$ cat config.mk
export PLATFORM = sky130hd
export DESIGN_NAME = sdram_lfsr_tester
export DESIGN_NICKNAME = d
export VERILOG_FILES = /design/src/rtl/sdram_lfsr_tester.sv
export SDC_FILE = /design/constraint.sdc
export NUM_CORES = 1
export LEC_CHECK = 0
export ABC_CLOCK_PERIOD_IN_PS = 10900
export CAP_MARGIN = 20
export CELL_PAD_IN_SITES_DETAIL_PLACEMENT = 0
export CELL_PAD_IN_SITES_GLOBAL_PLACEMENT = 1
export CORE_ASPECT_RATIO = 0.7
export CORE_MARGIN = 2
export CORE_UTILIZATION = 44
export CTS_CLUSTER_SIZE = 25
export DETAILED_ROUTE_END_ITERATION = 6
export PLACE_DENSITY = 0.93
export SKIP_LAST_GASP = 1
export SYNTH_ARGS = -nofsm -noshare
export SYNTH_HDL_FRONTEND = slang
export SYNTH_SLANG_ARGS = --single-unit
$ cat constraint.sdc
create_clock -name clk -period 10.9 [get_ports clk]
set_clock_uncertainty 0.15 [all_clocks]
set_input_delay 2.18 -clock clk [delete_from_list [all_inputs] [get_ports clk]]
set_output_delay 2.18 -clock clk [all_outputs]
set_load 0.01 [all_outputs]
$ cat src/rtl/sdram_lfsr_tester.sv
// sdram_lfsr_tester: repeated fill/verify passes over SDRAM using a 32-bit Galois LFSR data stream
module sdram_lfsr_tester #(
  parameter int ADDR_BITS = 24,
  parameter logic [31:0] SEED = 32'hACE12345
) (
  input  logic                 clk,
  input  logic                 reset,
  input  logic                 start,
  input  logic                 stop,
  output logic                 req,
  output logic                 we,
  output logic [ADDR_BITS-1:0] addr,
  output logic [15:0]          wdata,
  input  logic                 ack,
  input  logic [15:0]          rdata,
  output logic                 busy,
  output logic [15:0]          pass_count,
  output logic [15:0]          err_count,
  output logic [ADDR_BITS-1:0] first_err_addr
);
  localparam logic [1:0] IDLE = 2'd0, FILL = 2'd1, VERIFY = 2'd2;
  logic [1:0] state;
  logic [31:0] lfsr, pass_seed, lfsr_nx;
  logic stop_pend, done, last, miss, halt;
  assign lfsr_nx = (lfsr >> 1) ^ (lfsr[0] ? 32'h80200003 : 32'h0);
  assign done = req & ack;
  assign last = &addr;
  assign miss = state == VERIFY && rdata != lfsr[15:0];
  assign halt = stop | stop_pend;
  assign we = state == FILL;
  assign wdata = we ? lfsr[15:0] : 16'h0;
  assign busy = state != IDLE;
  // access sequencing: one request at a time, one idle cycle after each ack, stop honoured between accesses
  always_ff @(posedge clk or posedge reset)
    if (reset) begin
      state <= IDLE;
      req <= 1'b0;
      addr <= '0;
      lfsr <= SEED;
      pass_seed <= SEED;
      pass_count <= 16'd0;
      err_count <= 16'd0;
      first_err_addr <= '0;
      stop_pend <= 1'b0;
    end else if (state == IDLE) begin
      if (start) begin
        state <= FILL;
        req <= 1'b1;
        addr <= '0;
        lfsr <= SEED;
        pass_seed <= SEED;
        err_count <= 16'd0;
        first_err_addr <= '0;
        stop_pend <= 1'b0;
      end
    end else if (done) begin
      req <= 1'b0;
      addr <= addr + ADDR_BITS'(1);
      lfsr <= (last && state == FILL) ? pass_seed : lfsr_nx;
      if (miss) begin
        err_count <= err_count + {15'd0, ~&err_count};
        if (err_count == '0) first_err_addr <= addr;
      end
      if (last && state == VERIFY) begin
        pass_count <= pass_count + 16'd1;
        pass_seed <= lfsr_nx;
      end
      state <= halt ? IDLE : last ? (state == FILL ? VERIFY : FILL) : state;
      stop_pend <= 1'b0;
    end else if (req) begin
      stop_pend <= halt;
    end else begin
      state <= halt ? IDLE : state;
      req <= ~halt;
      stop_pend <= 1'b0;
    end
endmodule

==> impl_metrics.yaml, run 1 <==
synthesis:
  synth_most_common_cell: "dfrtp_1"
  ys.flop_type: "dfrtp_1"
  synth.top_cells.by_count: "dfrtp_1 (120), nand2_1 (95), nor2_1 (80), o21ai_0 (62), nand3_1 (41)"
  synth_edf_count: 0
  syn_area_per_cell_sq_um: 9.652
  syn_inst: 735
  yosys-top-cells-area: "dfrtp_1 (42%), dfstp_2 (10%), nand2_1 (5.0%)"
  syn_area_sq_um: 7094
  ys_seq_area_share_pct: 52.70
  yosysWarnings: 0
  synth_cell_types: 46
  synth_largest_area_cell: "dfrtp_1"
  synth_nets: 760
  ys_seq_elements: 148
  async_flop_share_pct: 100.0
  netlist.area_leader.share_pct: 42.33
critical_path:
  r2r-end: "first_err_addr[16]$_DFFE_PP0P_"
  rr_startpoint: "lfsr[0]$_DFFE_PP1P_"
  cp-end-kind: "register"
  r2r_slack_ns: 7.67
  crit_chain: "clkdlybuf4s50_1 > xor2_1 > nor4_1 > nand4_1 > o21bai_1 > nor3_1 > buf_4 > a22o_1"
  critical_path_class: "in2reg"
  slowest_stage: "o21bai_1"
  crit_family: "simple AND/OR/NAND/NOR gates"
  path_buf_inv: 2
  worst_r2r_path_depth: 7
  path_max_fanout: 13
  critPathRequiredTime_ns: 11.05
  max_stage_delay_ns: 0.71
  cp.arrival_ns: 4.92
  cp-start-kind: "input pin"
cts:
  cts_buffers: 17
  cts_hold_buf: 0
  postCtsSetupRepairBufs: 0
  clk_pin_slew_ns: 0.06
  cts_tree: "yes"
  clock-sinks: 148
  clock_path_buffers: 2
  cts_resized: 0
  root_buffer: "clkbuf_16"
  h-tree-depth: 4
  clkLatencyLatePin_ns: 0.42
pwr:
  ir_drop_mv: 0.08984
  leakage_uw: 0.003940
  pwr_density_cell_nw_per_um2: 191.2
drt:
  wl_met1_mm: 8.718
  wl_met3_mm: 1.130
  drt_iter0_drc: 415
  ant_nets: 0
  routed-via-count: 5836
  dr.pass1.iters: 5
  drt_wl_total_mm: 17.90
  viasPerCell: 5.527
  wl_per_cell_um: 16.95
  met2_length_mm: 7.988
  drc_errors: 0
  highest_layer: "met4"
hold_path:
  whs_endpoint: "pass_count[15]$_DFFE_PP0P_"
  hp-class: "reg2reg"
  hold_start: "pass_count[15]$_DFFE_PP0P_"
  whs_path_depth: 1
sta:
  setup_tns_ns: 0
  hold_violations: 0
  slew_headroom_pct: 49.25
  setup-violations-final: 0
  fmax_ghz: 0.2100
  period_minus_slack_ns: 4.762
  post-route-period-util_pct: 43.69
  slew_viol_final: 0
  tightest_slew_ns: 0.7596
  rsz0062_at_grt: "false"
floorplanning:
  die_height_um: 110.2
  die-width_um: 155.8
  dieArea_sq_um: 17170
  rows: 38
  start_util_pct: 45.35
  design.core.area_sq_um: 15640
  num_io_pins: 120
final_layout:
  fillCellCount: 1333
  final_cells: 1056
  nNetsFinal: 868
  regArea_sq_um: 3739
  drive_gt1_share_pct: 9.579
  n_antenna_cell: 0
  multi_input_area_sq_um: 3147
  syn2layout_area_growth_pct: 28.18
placed_design:
  gp_congestion: 0.7933
  place_hpwl_mm: 11.46
  placed_cells: 1023
  port_buffers: 119
outcome:
  outcome: "finished clean"
run:
  cap_violations: 0
grt:
  grt_usage_pct: 21.62
  grt_max_degree: 81
  antenna_found_initial: 0
  first_global_vias: 5501
  grt_pass1_wl_mm: 28.82
  overflow: 0
==> worst max path at each step <==
stage	from	endpoint	slack (ns)	cells after the start
after detailed placement	rdata[15]	first_err_addr[16]$_DFFE_PP0P_	5.75	8
after floorplan	reset	addr[0]$_DFFE_PP0P_	4.64	1
after global placement	rdata[0]	first_err_addr[13]$_DFFE_PP0P_	5.69	7
after CTS	rdata[15]	first_err_addr[16]$_DFFE_PP0P_	6.15	8
final	rdata[0]	first_err_addr[16]$_DFFE_PP0P_	6.14	8
after global routing	rdata[0]	first_err_addr[1]$_DFFE_PP0P_	5.90	8
==> where the power goes <==
group | leakage, uW | internal [uW] | switching, uW
combinational | 0.00169 | 176 | 235
clock | 0.000298 | 380 | 227
sequential | 0.00195 | 630 | 91.6
total | 0.00394 | 1190 | 553
==> routing by layer <==
metal / global-route usage (%) / up-vias
li1: - / 2771
met1: 32.06 / 2913
met2: 31.67 / 146
met3: 6.294 / 6
met4: 4.456 / 0
met5: 0 / -
==> logic make-up after synthesis <==
kind of cell,share of synthesized area [%]
and+or+nand+nor,21.68
DFF,52.70
AOI/OAI and AO/OA,10.41
xor gates and xnor gates,7.037
buffers and inverters,3.104
muxes,4.374
adders and majority gates,0.7055
==> cell type report <==
class | count | share of cell area, %
Tap cell | 200 | 2.752
Clock buffer | 25 | 5.779
Inverter | 7 | 0.3440
Timing Repair Buffer | 132 | 14.39
Clock inverter | 7 | 1.018
Sequential cell | 148 | 41.11
Multi-Input combinational cell | 537 | 34.60
==> placed cells by master (no fill, tap or decap), types with 14 or more instances in the layout <==
cell type	n
mux2i_1	31
nand4_1	15
o21ai_0	62
a21oi_1	32
a22o_1	14
dfstp_2	28
clkdlybuf4s50_1	119
and2_1	18
nor3_1	19
nor2_1	80
clkbuf_16	17
xnor2_1	26
dfrtp_1	120
xor2_1	31
nand3_1	41
nand2_1	95
==> worst register-to-register path, cell delays in order (launching register included) <==
cell and delay (ns):
dfstp_2 0.69, xor2_1 0.11, nor4_1 0.49, nand4_1 0.35, o21bai_1 0.71, nor3_1 0.20
buf_4 0.23, a22o_1 0.19
==> state kept, by name, summed over array words and instances (netlist names) <==
signal          cells
state               2
stop_pend           1
pass_seed          32
err_count          16
pass_count         16
req                 1
first_err_addr     24
lfsr               32
addr               24
==> stage by stage <==
step	power, uW	utilization (%)	worst slack (ns)	hold slack [ns]	area, sq um
2_1_floorplan	956.6	-	4.637	0.3134	7094
3_3_place_gp	1131	53.96	5.694	0.3126	8441
3_5_place_dp	1139	54.01	5.747	0.3189	8448
4_1_cts	1747	57.96	6.153	0.3287	9066
5_1_grt	1830	58.13	5.902	0.3346	9094
6_report	1739	58.13	6.138	0.3267	9094
Power figures use the tool's default switching activity.
==> run 2: changes to the inputs <==
- ABC_CLOCK_PERIOD_IN_PS: 10900 -> 4400
- CORE_UTILIZATION: 44 -> 41
- PLACE_DENSITY: 0.93 -> 0.88
- clock period: 10.9 -> 4.4 ns (I/O delays scaled with it)
==> run 2 against run 1 <==
Compared with the run above:
- clock power increased to 2.6 times the previous value
- via count increased by 0.99%
- wire length increased by 1.8%
- non-clock buffer count increased by 6
- count of clock-buffer cells in the layout decreased by 6
- power increased to 2.5 times the previous value
- die area increased by 7.1%
- register-to-register slack got worse by 6.1 ns
- sequential power increased by 150%
- sequential cell count unchanged
- core utilization decreased by 4.2 points
- largest power group unchanged
- highest routed layer unchanged
==> impl_metrics.yaml, run 2 (same netlist as run 1, synthesis figures left out) <==
outcome:
  outcome: "finished clean"
final_layout:
  layout_common_cells: "dfrtp_1 (120), clkdlybuf4s50_1 (119), nand2_1 (95), nor2_1 (80), o21ai_0 (62)"
  n_antenna_cell: 0
  drive_gt1_share_pct: 10.09
  nNetsFinal: 874
  mostFrequentLayoutCell: "dfrtp_1"
  syn2layout_area_growth_pct: 29.74
  largestRegisters: "lfsr x32, pass_seed x32"
floorplanning:
  die_height_um: 114.1
  start_util_pct: 41.57
  num_io_pins: 120
  dieArea_sq_um: 18390
  design.core.area_sq_um: 17070
  die-width_um: 161.2
  rows: 40
run:
  cap_violations: 0
grt:
  antenna_found_initial: 0
  grt_pass1_wl_mm: 29.74
  grt_use_met2_pct: 30.04
  overflow: 0
  grtUsageMet1_pct: 30.40
  grt_usage_pct: 20.53
  first_global_vias: 5523
  busiest_layer: "met1"
  grt_max_degree: 52
  grt_use_met3_pct: 5.397
hold_path:
  hp-class: "reg2reg"
  hold_start: "pass_count[15]$_DFFE_PP0P_"
  whs_endpoint: "pass_count[15]$_DFFE_PP0P_"
  whs_path_depth: 1
drt:
  dr.pass1.iters: 5
  drt_iter0_drc: 409
  drc_errors: 0
  wl_per_cell_um: 16.68
  viasPerCell: 5.392
  routed-via-count: 5894
  drt_wl_total_mm: 18.23
  ant_nets: 0
sta:
  setup-violations-final: 0
  holdWs_ns: 0.3245
  setup_tns_ns: 0
  fmax_ghz: 0.2818
  hold_violations: 0
  period_minus_slack_ns: 3.549
  rsz0062_at_grt: "false"
  slew_viol_final: 0
  post-route-period-util_pct: 80.66
  slew_headroom_pct: 29.49
  tightest_slew_ns: 1.054
critical_path:
  cp.arrival_ns: 2.52
  rr_startpoint: "err_count[6]$_DFFE_PP0P_"
  critPathRequiredTime_ns: 3.37
  cp-end-kind: "output port"
  path_max_fanout: 16
  r2r_slack_ns: 1.58
  worst_r2r_path_depth: 10
  cp-start-kind: "register"
  critical_path_class: "reg2out"
  r2r-end: "err_count[7]$_DFFE_PP0P_"
cts:
  cts_resized: 0
  clock-sinks: 148
  clkLatencyLatePin_ns: 0.42
  root_buffer: "clkbuf_16"
  cts_tree: "yes"
  h-tree-depth: 4
  clock_path_buffers: 2
  cts_hold_buf: 0
  clk_pin_slew_ns: 0.06
  cts_buffers: 17
  postCtsSetupRepairBufs: 0
placed_design:
  gp_congestion: 0.8001
  port_buffers: 119
  place_hpwl_mm: 11.92
pwr:
  pwr_density_cell_nw_per_um2: 478.1
  leakage_uw: 0.003968
  ir_drop_mv: 0.2892
-- run 2: area by class of cell --
class,count,area (sq um)
Fill cell,1502,7863
Sequential cell,148,3739
Multi-Input combinational cell,537,3147
Timing Repair Buffer,138,1359
Clock buffer,19,432.9
Tap cell,231,289.0
Clock inverter,13,207.7
Inverter,7,30.03
-- run 2: worst max-delay path: stages, from the launching register on --
cell             delay (ns)
dfrtp_1                0.64
nor2b_1                0.45
buf_4                  0.28
and2_1                 0.17
clkdlybuf4s50_1        0.55
-- run 2: per-stage QoR --
step           instance area [sq um]  utilization, %  setup slack [ns]  total power [uW]  instances
2_1_floorplan                   7098               -             1.532              2370        735
3_3_place_gp                    8543           50.06             1.048              2823       1060
3_5_place_dp                    8543           50.06             1.008              2835       1060
4_1_cts                         9184           53.81            0.8404              4428       1092
5_1_grt                         9204           53.93            0.7822              4633       1093
6_report                        9204           53.93            0.8510              4400       1093
-- run 2: worst max path at each step --
stage | startpoint | endpoint | slack, ns | depth (start not counted)
global route | state[0]$_DFFE_PP0P_ | wdata[1] | 0.78 | 4
floorplan | reset | addr[0]$_DFFE_PP0P_ | 1.53 | 1
CTS | state[0]$_DFFE_PP0P_ | wdata[1] | 0.84 | 4
detailed placement | ack | addr[17]$_DFFE_PP0P_ | 1.01 | 7
finish | state[0]$_DFFE_PP0P_ | wdata[1] | 0.85 | 4
global placement | ack | addr[17]$_DFFE_PP0P_ | 1.05 | 7
-- run 2: power by group --
| part | switching, uW | total, uW | internal (uW) | leakage [uW] |
|---|---|---|---|---|
| clock network | 573 | 1580 | 1000 | 0.000299 |
| registers | 227 | 1790 | 1560 | 0.00195 |
| logic | 590 | 1040 | 446 | 0.00172 |
-- run 2: routing by layer --
| layer | vias up | wire length [um] |
|---|---|---|
| li1 | 2781 | - |
| met5 | - | 0 |
| met4 | 0 | 146 |
| met1 | 2912 | 8920 |
| met2 | 188 | 7981 |
| met3 | 13 | 1178 |
